[config.mk]
export PLATFORM = sky130hd
export DESIGN_NAME = sync_to_count_lock
export DESIGN_NICKNAME = d
export VERILOG_FILES = /design/src/rtl/sync_to_count_lock.sv
export SDC_FILE = /design/constraint.sdc
export NUM_CORES = 1
export LEC_CHECK = 0
export BUFFER_PORTS_ARGS = -buffer_cell sky130_fd_sc_hd__buf_4
export CELL_PAD_IN_SITES_DETAIL_PLACEMENT = 1
export CELL_PAD_IN_SITES_GLOBAL_PLACEMENT = 2
export CORE_MARGIN = 1.5
export CORE_UTILIZATION = 36
export CTS_CLUSTER_DIAMETER = 200
export DETAILED_ROUTE_END_ITERATION = 8
export GPL_ROUTABILITY_DRIVEN = 1
export PLACE_DENSITY_LB_ADDON = 0.1
export SLEW_MARGIN = 20
export SYNTH_ARGS = -nofsm -noshare
export SYNTH_HDL_FRONTEND = slang
export SYNTH_SLANG_ARGS = --single-unit
[constraint.sdc]
create_clock -name i_Clk -period 3.38 [get_ports i_Clk]
set_input_delay 0.169 -clock i_Clk [delete_from_list [all_inputs] [get_ports i_Clk]]
set_output_delay 0.169 -clock i_Clk [all_outputs]
set_load 0.005 [all_outputs]
[src/rtl/sync_to_count_lock.sv]
// sync_to_count_lock
//   Delays HSync/VSync by one clock and derives column/row counters from them.
//   A VSync start edge zeroes both counters. With H_RESYNC set, an HSync start
//   edge realigns the column counter. Frame/line start strobes are produced,
//   and a lock tracker reports when the incoming timing has matched the
//   expected geometry for LOCK_FRAMES consecutive frames.
//
// Ports
//   i_Clk          pixel clock, rising edge
//   i_Rst_L        asynchronous active-low reset
//   i_HSync        horizontal sync, synchronous to i_Clk
//   i_VSync        vertical sync, synchronous to i_Clk
//   o_HSync        i_HSync delayed one clock
//   o_VSync        i_VSync delayed one clock
//   o_Col_Count    column counter, 0..TOTAL_COLS-1
//   o_Row_Count    row counter, 0..TOTAL_ROWS-1
//   o_Frame_Start  one-clock strobe: counters were just zeroed by a VSync edge
//   o_Line_Start   one-clock strobe: o_Col_Count just became 0
//   o_Locked       timing has matched the geometry for LOCK_FRAMES frames
//   o_Err          one-clock strobe on a timing violation while not unlocked
module sync_to_count_lock #(
    parameter int TOTAL_COLS  = 800,
    parameter int TOTAL_ROWS  = 525,
    parameter int CNT_WIDTH   = 10,
    parameter int SYNC_POL    = 1,
    parameter int H_RESYNC    = 1,
    parameter int LOCK_FRAMES = 3
) (
    input  logic                 i_Clk,
    input  logic                 i_Rst_L,
    input  logic                 i_HSync,
    input  logic                 i_VSync,
    output logic                 o_HSync,
    output logic                 o_VSync,
    output logic [CNT_WIDTH-1:0] o_Col_Count,
    output logic [CNT_WIDTH-1:0] o_Row_Count,
    output logic                 o_Frame_Start,
    output logic                 o_Line_Start,
    output logic                 o_Locked,
    output logic                 o_Err
);

    localparam logic                 ACT      = (SYNC_POL != 0);
    localparam logic [CNT_WIDTH-1:0] COL_LAST = CNT_WIDTH'(TOTAL_COLS - 1);
    localparam logic [CNT_WIDTH-1:0] ROW_LAST = CNT_WIDTH'(TOTAL_ROWS - 1);
    localparam int                   GW       = (LOCK_FRAMES < 2) ? 1 : $clog2(LOCK_FRAMES);
    localparam logic [GW-1:0]        GOOD_LAST = GW'(LOCK_FRAMES - 1);

    typedef enum logic [1:0] {
        UNLOCKED,
        CHECK,
        LOCKED
    } state_t;

    state_t               state;
    logic [GW-1:0]        good_cnt;

    logic                 v_edge;
    logic                 h_edge;
    logic                 h_rs;
    logic                 at_line_end;
    logic                 at_frame_end;
    logic                 good_v;
    logic                 bad_evt;
    logic [CNT_WIDTH-1:0] row_inc;
    logic [CNT_WIDTH-1:0] col_nxt;
    logic [CNT_WIDTH-1:0] row_nxt;

    // Start edges: input at the active level while its delayed copy is not.
    assign v_edge = (i_VSync == ACT) && (o_VSync != ACT);
    assign h_edge = (i_HSync == ACT) && (o_HSync != ACT);
    assign h_rs   = (H_RESYNC != 0) && h_edge;

    assign at_line_end  = (o_Col_Count == COL_LAST);
    assign at_frame_end = at_line_end && (o_Row_Count == ROW_LAST);
    assign row_inc      = (o_Row_Count == ROW_LAST) ? '0 : o_Row_Count + 1'b1;

    always_comb begin
        col_nxt = o_Col_Count + 1'b1;
        row_nxt = o_Row_Count;
        if (v_edge) begin
            col_nxt = '0;
            row_nxt = '0;
        end else if (h_rs || at_line_end) begin
            col_nxt = '0;
            row_nxt = row_inc;
        end
    end

    // A VSync edge is good only when it lands on the natural wrap point.
    // Reaching the wrap point without one is a missed frame; an HSync resync
    // landing on the last column has the same effect as the natural wrap, so
    // it is treated the same way. A resync edge anywhere else is a line error.
    // A VSync edge masks a simultaneous HSync edge.
    assign good_v  = v_edge && at_frame_end;
    assign bad_evt = v_edge ? !at_frame_end
                            : (at_frame_end || (h_rs && !at_line_end));

    always_ff @(posedge i_Clk or negedge i_Rst_L) begin
        if (!i_Rst_L) begin
            o_HSync       <= ~ACT;
            o_VSync       <= ~ACT;
            o_Col_Count   <= '0;
            o_Row_Count   <= '0;
            o_Frame_Start <= 1'b0;
            o_Line_Start  <= 1'b0;
        end else begin
            o_HSync       <= i_HSync;
            o_VSync       <= i_VSync;
            o_Col_Count   <= col_nxt;
            o_Row_Count   <= row_nxt;
            o_Frame_Start <= v_edge;
            o_Line_Start  <= (col_nxt == '0);
        end
    end

    always_ff @(posedge i_Clk or negedge i_Rst_L) begin
        if (!i_Rst_L) begin
            state    <= UNLOCKED;
            good_cnt <= '0;
            o_Locked <= 1'b0;
            o_Err    <= 1'b0;
        end else begin
            o_Err <= 1'b0;
            case (state)
                UNLOCKED: begin
                    // The first VSync edge only establishes a reference frame.
                    if (v_edge) begin
                        state    <= CHECK;
                        good_cnt <= '0;
                    end
                end
                CHECK: begin
                    if (bad_evt) begin
                        good_cnt <= '0;
                        o_Err    <= 1'b1;
                    end else if (good_v) begin
                        if (good_cnt == GOOD_LAST) begin
                            state    <= LOCKED;
                            good_cnt <= '0;
                            o_Locked <= 1'b1;
                        end else begin
                            good_cnt <= good_cnt + 1'b1;
                        end
                    end
                end
                LOCKED: begin
                    if (bad_evt) begin
                        state    <= CHECK;
                        good_cnt <= '0;
                        o_Err    <= 1'b1;
                        o_Locked <= 1'b0;
                    end
                end
                default: begin
                    state    <= UNLOCKED;
                    good_cnt <= '0;
                    o_Locked <= 1'b0;
                end
            endcase
        end
    end

endmodule

# Word level (Yosys, flattened, before mapping)
# Cells that the tools add are included.
# totals
inputBits,4
out_inout_bits,26
ff_bits,30
# classes
n_addsub,3
reduce_logical,16
eq_ne,11
mux,25
bitwise_logic,3
# ops
operator,count
10-bit two-way mux,5
10-bit by 1-bit adder with 10-bit output (second input constant),2
10-bit equality test (second input constant),2
2-bit two-way mux,10
2-bit one-hot mux with 3 select lines,2
10-bit logical NOT,1
2-bit inequality test (second input constant),5
5-bit AND reduction,2
1-bit two-way mux,7
1-bit logical AND,5
2-bit equality test (second input constant),2
3-bit inequality test (second input constant),1
1-bit NOT,3
1-bit one-hot mux with 3 select lines,1
3-bit AND reduction,1
2-bit by 1-bit adder with 2-bit output (second input constant),1
2-bit by 1-bit equality test with 1-bit output (second input constant),1
1-bit logical NOT,2
2-bit logical NOT,1
1-bit logical OR,2
2-bit nonzero test,1
2-bit OR reduction,1

# Logic depth before layout (Yosys ltp)
# logic_depth
word_depth,7
depth_mapped,8

# Least setup slack after synthesis
# No wires, ideal clock.
# synth_timing
kind,register to register
start,reg o_Col_Count[0]
end,reg state[0]
setup_slack_ps,1391
arrival_ps,1852
setup_time_ps,138
path_stages_with_launch,7
t_required_ps,3242
cell_sequence,dfrtp_1 > ha_1 > and4_1 > nand4_1 > and3_1 > o41ai_1 > o41ai_1
# synth_via
elab_chain_len,7
word_cells_on_any_way,12
classes_between,eq/ne (4); mux (1); reduce/logical (7)
# synth_lines
item,line_no,text
"start, declared",35,"output logic [CNT_WIDTH-1:0] o_Col_Count,"
"start signal, assigned",110,o_Col_Count <= col_nxt;
10-bit equality test *,74,assign at_line_end = (o_Col_Count == COL_LAST);
1-bit logical NOT,97,: (at_frame_end || (h_rs && !at_line_end));
1-bit logical AND,97,
1-bit logical OR,97,
1-bit two-way mux,96,assign bad_evt = v_edge ? !at_frame_end
2-bit inequality test (no source line),--,
5-bit AND reduction (no source line) *,--,
"end signal, assigned",119,state <= UNLOCKED;
"end signal, assigned",129,state <= CHECK;
"end signal, assigned",139,state <= LOCKED;
"end, declared",55,state_t state;
# Mark *: on every way between the ends. The rest lies on a longest branch, timed or not.
# A chain may end at the register's enable or synchronous reset.

# Worst setup path in the final report
# layout_timing
start,reg o_Col_Count[0]
end,reg o_Row_Count[5]
# layout_via
elab_chain_len,3
# layout_lines
item,line_no,text
10-bit equality test,74,
1-bit logical OR,84,end else if (h_rs || at_line_end) begin
2-bit nonzero test (no source line),--,
"end signal, assigned",111,o_Row_Count <= row_nxt;
"end, declared",36,"output logic [CNT_WIDTH-1:0] o_Row_Count,"
# No other way between the ends.

==> metrics.yaml <==
fp.dieH_um: 72.7
cp_max_fo: 9
cp_top_family: "simple AND/OR/NAND/NOR gates"
cts.sinks: 30
crit_slowest_cell: "dfrtp_1"
post_cts_buffers: 0
dp_hpwl_um: 3500
grt_pass1_vias: 1565
cts-buffers-inserted: 5
tns_ns: 0
synth_common_cells: "dfrtp_1 (30), nor2_1 (22), nand2_1 (13), o21ai_0 (12)"
ant_nets: 0
yosysTopAreaCell: "dfrtp_1"
cp_cell_sequence: "ha_1 > and4_1 > nand4_1 > nand2_2 > nand2b_1 > o41ai_1"
finalNetCount: 234
grt_use_met2: 0.314
fillers: 562
grt_pass1_wl_um: 7810
status: "finished clean"
io_pins: 30
die_area_um2: 5290
design.core.area_um2: 4690
p_leak_nw: 0.952
cap_viol_max_count: 0
use_met3: 0.0525
period_minus_slack_ns: 2.41
path_buf_inv: 0
final_util: 0.454
wl_per_cell_um: 17.3
antenna_found_initial: 0
synth_area_um2: 1750
worstMarginPinSlew_ns: 0.860
cp_data_arrival_time_ns: 2.59
p_total_mw: 1.02
min_path_type: "input pin to asynchronous set/reset pin"
worst_skew_pair.late_latency_ns: 0.29
syn_to_final_growth_pct: 21.8
yosysSeqAreaShare: 0.429
finalHoldViolations: 0
initial_core_util: 0.373
power.density_nw_per_um2: 476
place_congestion: 0.827
grt.total_usage: 0.194
worst_ir_drop_vdd_mv: 0.155
io_buffers: 29
ys_ff_latch: 30
dieWidth_um: 72.7
cts_tree: "built"
synth_fp_nets: 201
drc: 0
synth_most_common_cell: "dfrtp_1"
seq_area_um2: 751
fin_skew_ns: 0.00368
multiInputGateArea_um2: 928
synthArstFlopShare: 1.00
start_kind: "register"
fp-row-count: 25
slew_violations: 0
timing.fmax_ghz: 0.415
drtPass1Iterations: 4
synth_area_per_cell_um2: 9.21
synth_edf_count: 0
clock_path_buffers: 2
routed_wl_um: 4800
crit_path_end_kind: "register"
synth_cell_types: 45
ys.flop_type: "dfrtp_1"
num_antenna_cells: 0
synth_top_area_frac: 0.429
instances_no_fill: 278
vias_per_cell: 5.74
grt.busiest_layer: "met2"
dr_total_vias: 1596
worst_path_largest_cell_delay_ns: 0.43
yosysWarnings: 0
drt_iter0_drc: 42
dp.cells: 267
synthCells: 190
timing.final.crit_share: 0.713
setup_viol: 0
max_slew_margin: 0.424
crit_type: "register to register"
ys_top_cells_by_area: "dfrtp_1 (43%), ha_1 (5.0%), nor2_1 (4.7%)"
clk_pin_slew_worst_paths_ns: 0.07
globalRouteOverflowTotal: 0
met1_usage: 0.253
rsz0062_at_grt: "no"
cts_root_buffer: "clkbuf_8"
required_ns: 3.56
drive_above_1_share: 0.188
htree_levels: 2
grt_max_degree: 31
[through the flow]
stage                     setup slack (ns)  instance area, µm²  hold slack, ns
after floorplan                       1.39                1750          -0.127
after global placement                1.14                2010           0.122
after detailed placement             0.897                2010           0.134
after CTS                            0.919                2130           0.363
after global routing                 0.748                2130           0.395
final                                0.970                2130           0.352
[repair_timing]
item | CTS | global route
setup endpoints to repair | 0 | 0
hold buffers | 3 | 0
resized for setup | 0 | 0
hold endpoints to repair | 32 | 0
[per-layer routing]
metal | vias up | routed length, µm
met1 | 806 | 2250
met2 | 32 | 2340
li1 | 751 | -
met3 | 7 | 175
met4 | 0 | 40
met5 | - | 0
[final timing paths]
path	start	to	slack (ns)	cells after the start
setup / recovery	o_Col_Count[0]$_DFF_PN0_	o_Row_Count[5]$_DFFE_PN0P_	0.97	6
hold / removal	i_Rst_L	o_Col_Count[6]$_DFF_PN0_	0.35	2
max in group asynchronous	i_Rst_L	o_Row_Count[1]$_DFFE_PN0P_	2.73	2
min in group i_Clk	good_cnt[1]$_DFFE_PN0P_	good_cnt[1]$_DFFE_PN0P_	0.50	1
setup reg to reg	o_Col_Count[0]$_DFF_PN0_	o_Row_Count[5]$_DFFE_PN0P_	0.97	6
hold reg to reg	good_cnt[1]$_DFFE_PN0P_	good_cnt[1]$_DFFE_PN0P_	0.50	1
[layout make-up]
cell class | count | share of cell area
clock inverter | 1 | 0.00235
tap | 54 | 0.0317
multi-input combinational | 143 | 0.436
clock buffer | 7 | 0.0405
inverter | 10 | 0.0176
timing repair buffer | 33 | 0.120
sequential | 30 | 0.352
[where the power goes]
part,switching (mW),total [mW],internal [mW]
Clock,0.146,0.310,0.164
Sequential,0.0540,0.453,0.399
Combinational,0.134,0.252,0.118
Total,0.334,1.02,0.681
[cells by family (layout without fill, tap and decap cells)]
group,Yosys count,count (layout),share of synthesized area
and+or+nand+nor,83,83,0.265
AOI/OAI and AO/OA,42,42,0.158
adders and majority gates,7,7,0.0501
buffers and inverters,17,51,0.0401
muxes,3,3,0.0172
xor gates and xnor gates,8,8,0.0401
DFF,30,30,0.429
[placed cells by master (no fill, tap or decap), types with 7 or more instances in the layout]
| cell | netlist | final |
|---|---|---|
| nor2_1 | 22 | 22 |
| inv_1 | 10 | 10 |
| dfrtp_1 | 30 | 30 |
| and3_1 | 7 | 7 |
| o21ai_0 | 12 | 12 |
| nand2_1 | 13 | 13 |
| ha_1 | 7 | 7 |
| buf_4 | 1 | 30 |
| nand3_1 | 10 | 10 |
[flip-flops by register name, summed over array words and instances, names as in the netlist]
name           count
o_VSync            1
o_Col_Count       10
o_Line_Start       1
o_Frame_Start      1
o_HSync            1
o_Locked           1
o_Row_Count       10
good_cnt           2
o_Err              1
state              2
Note: power is estimated with default switching activity, not from simulation.
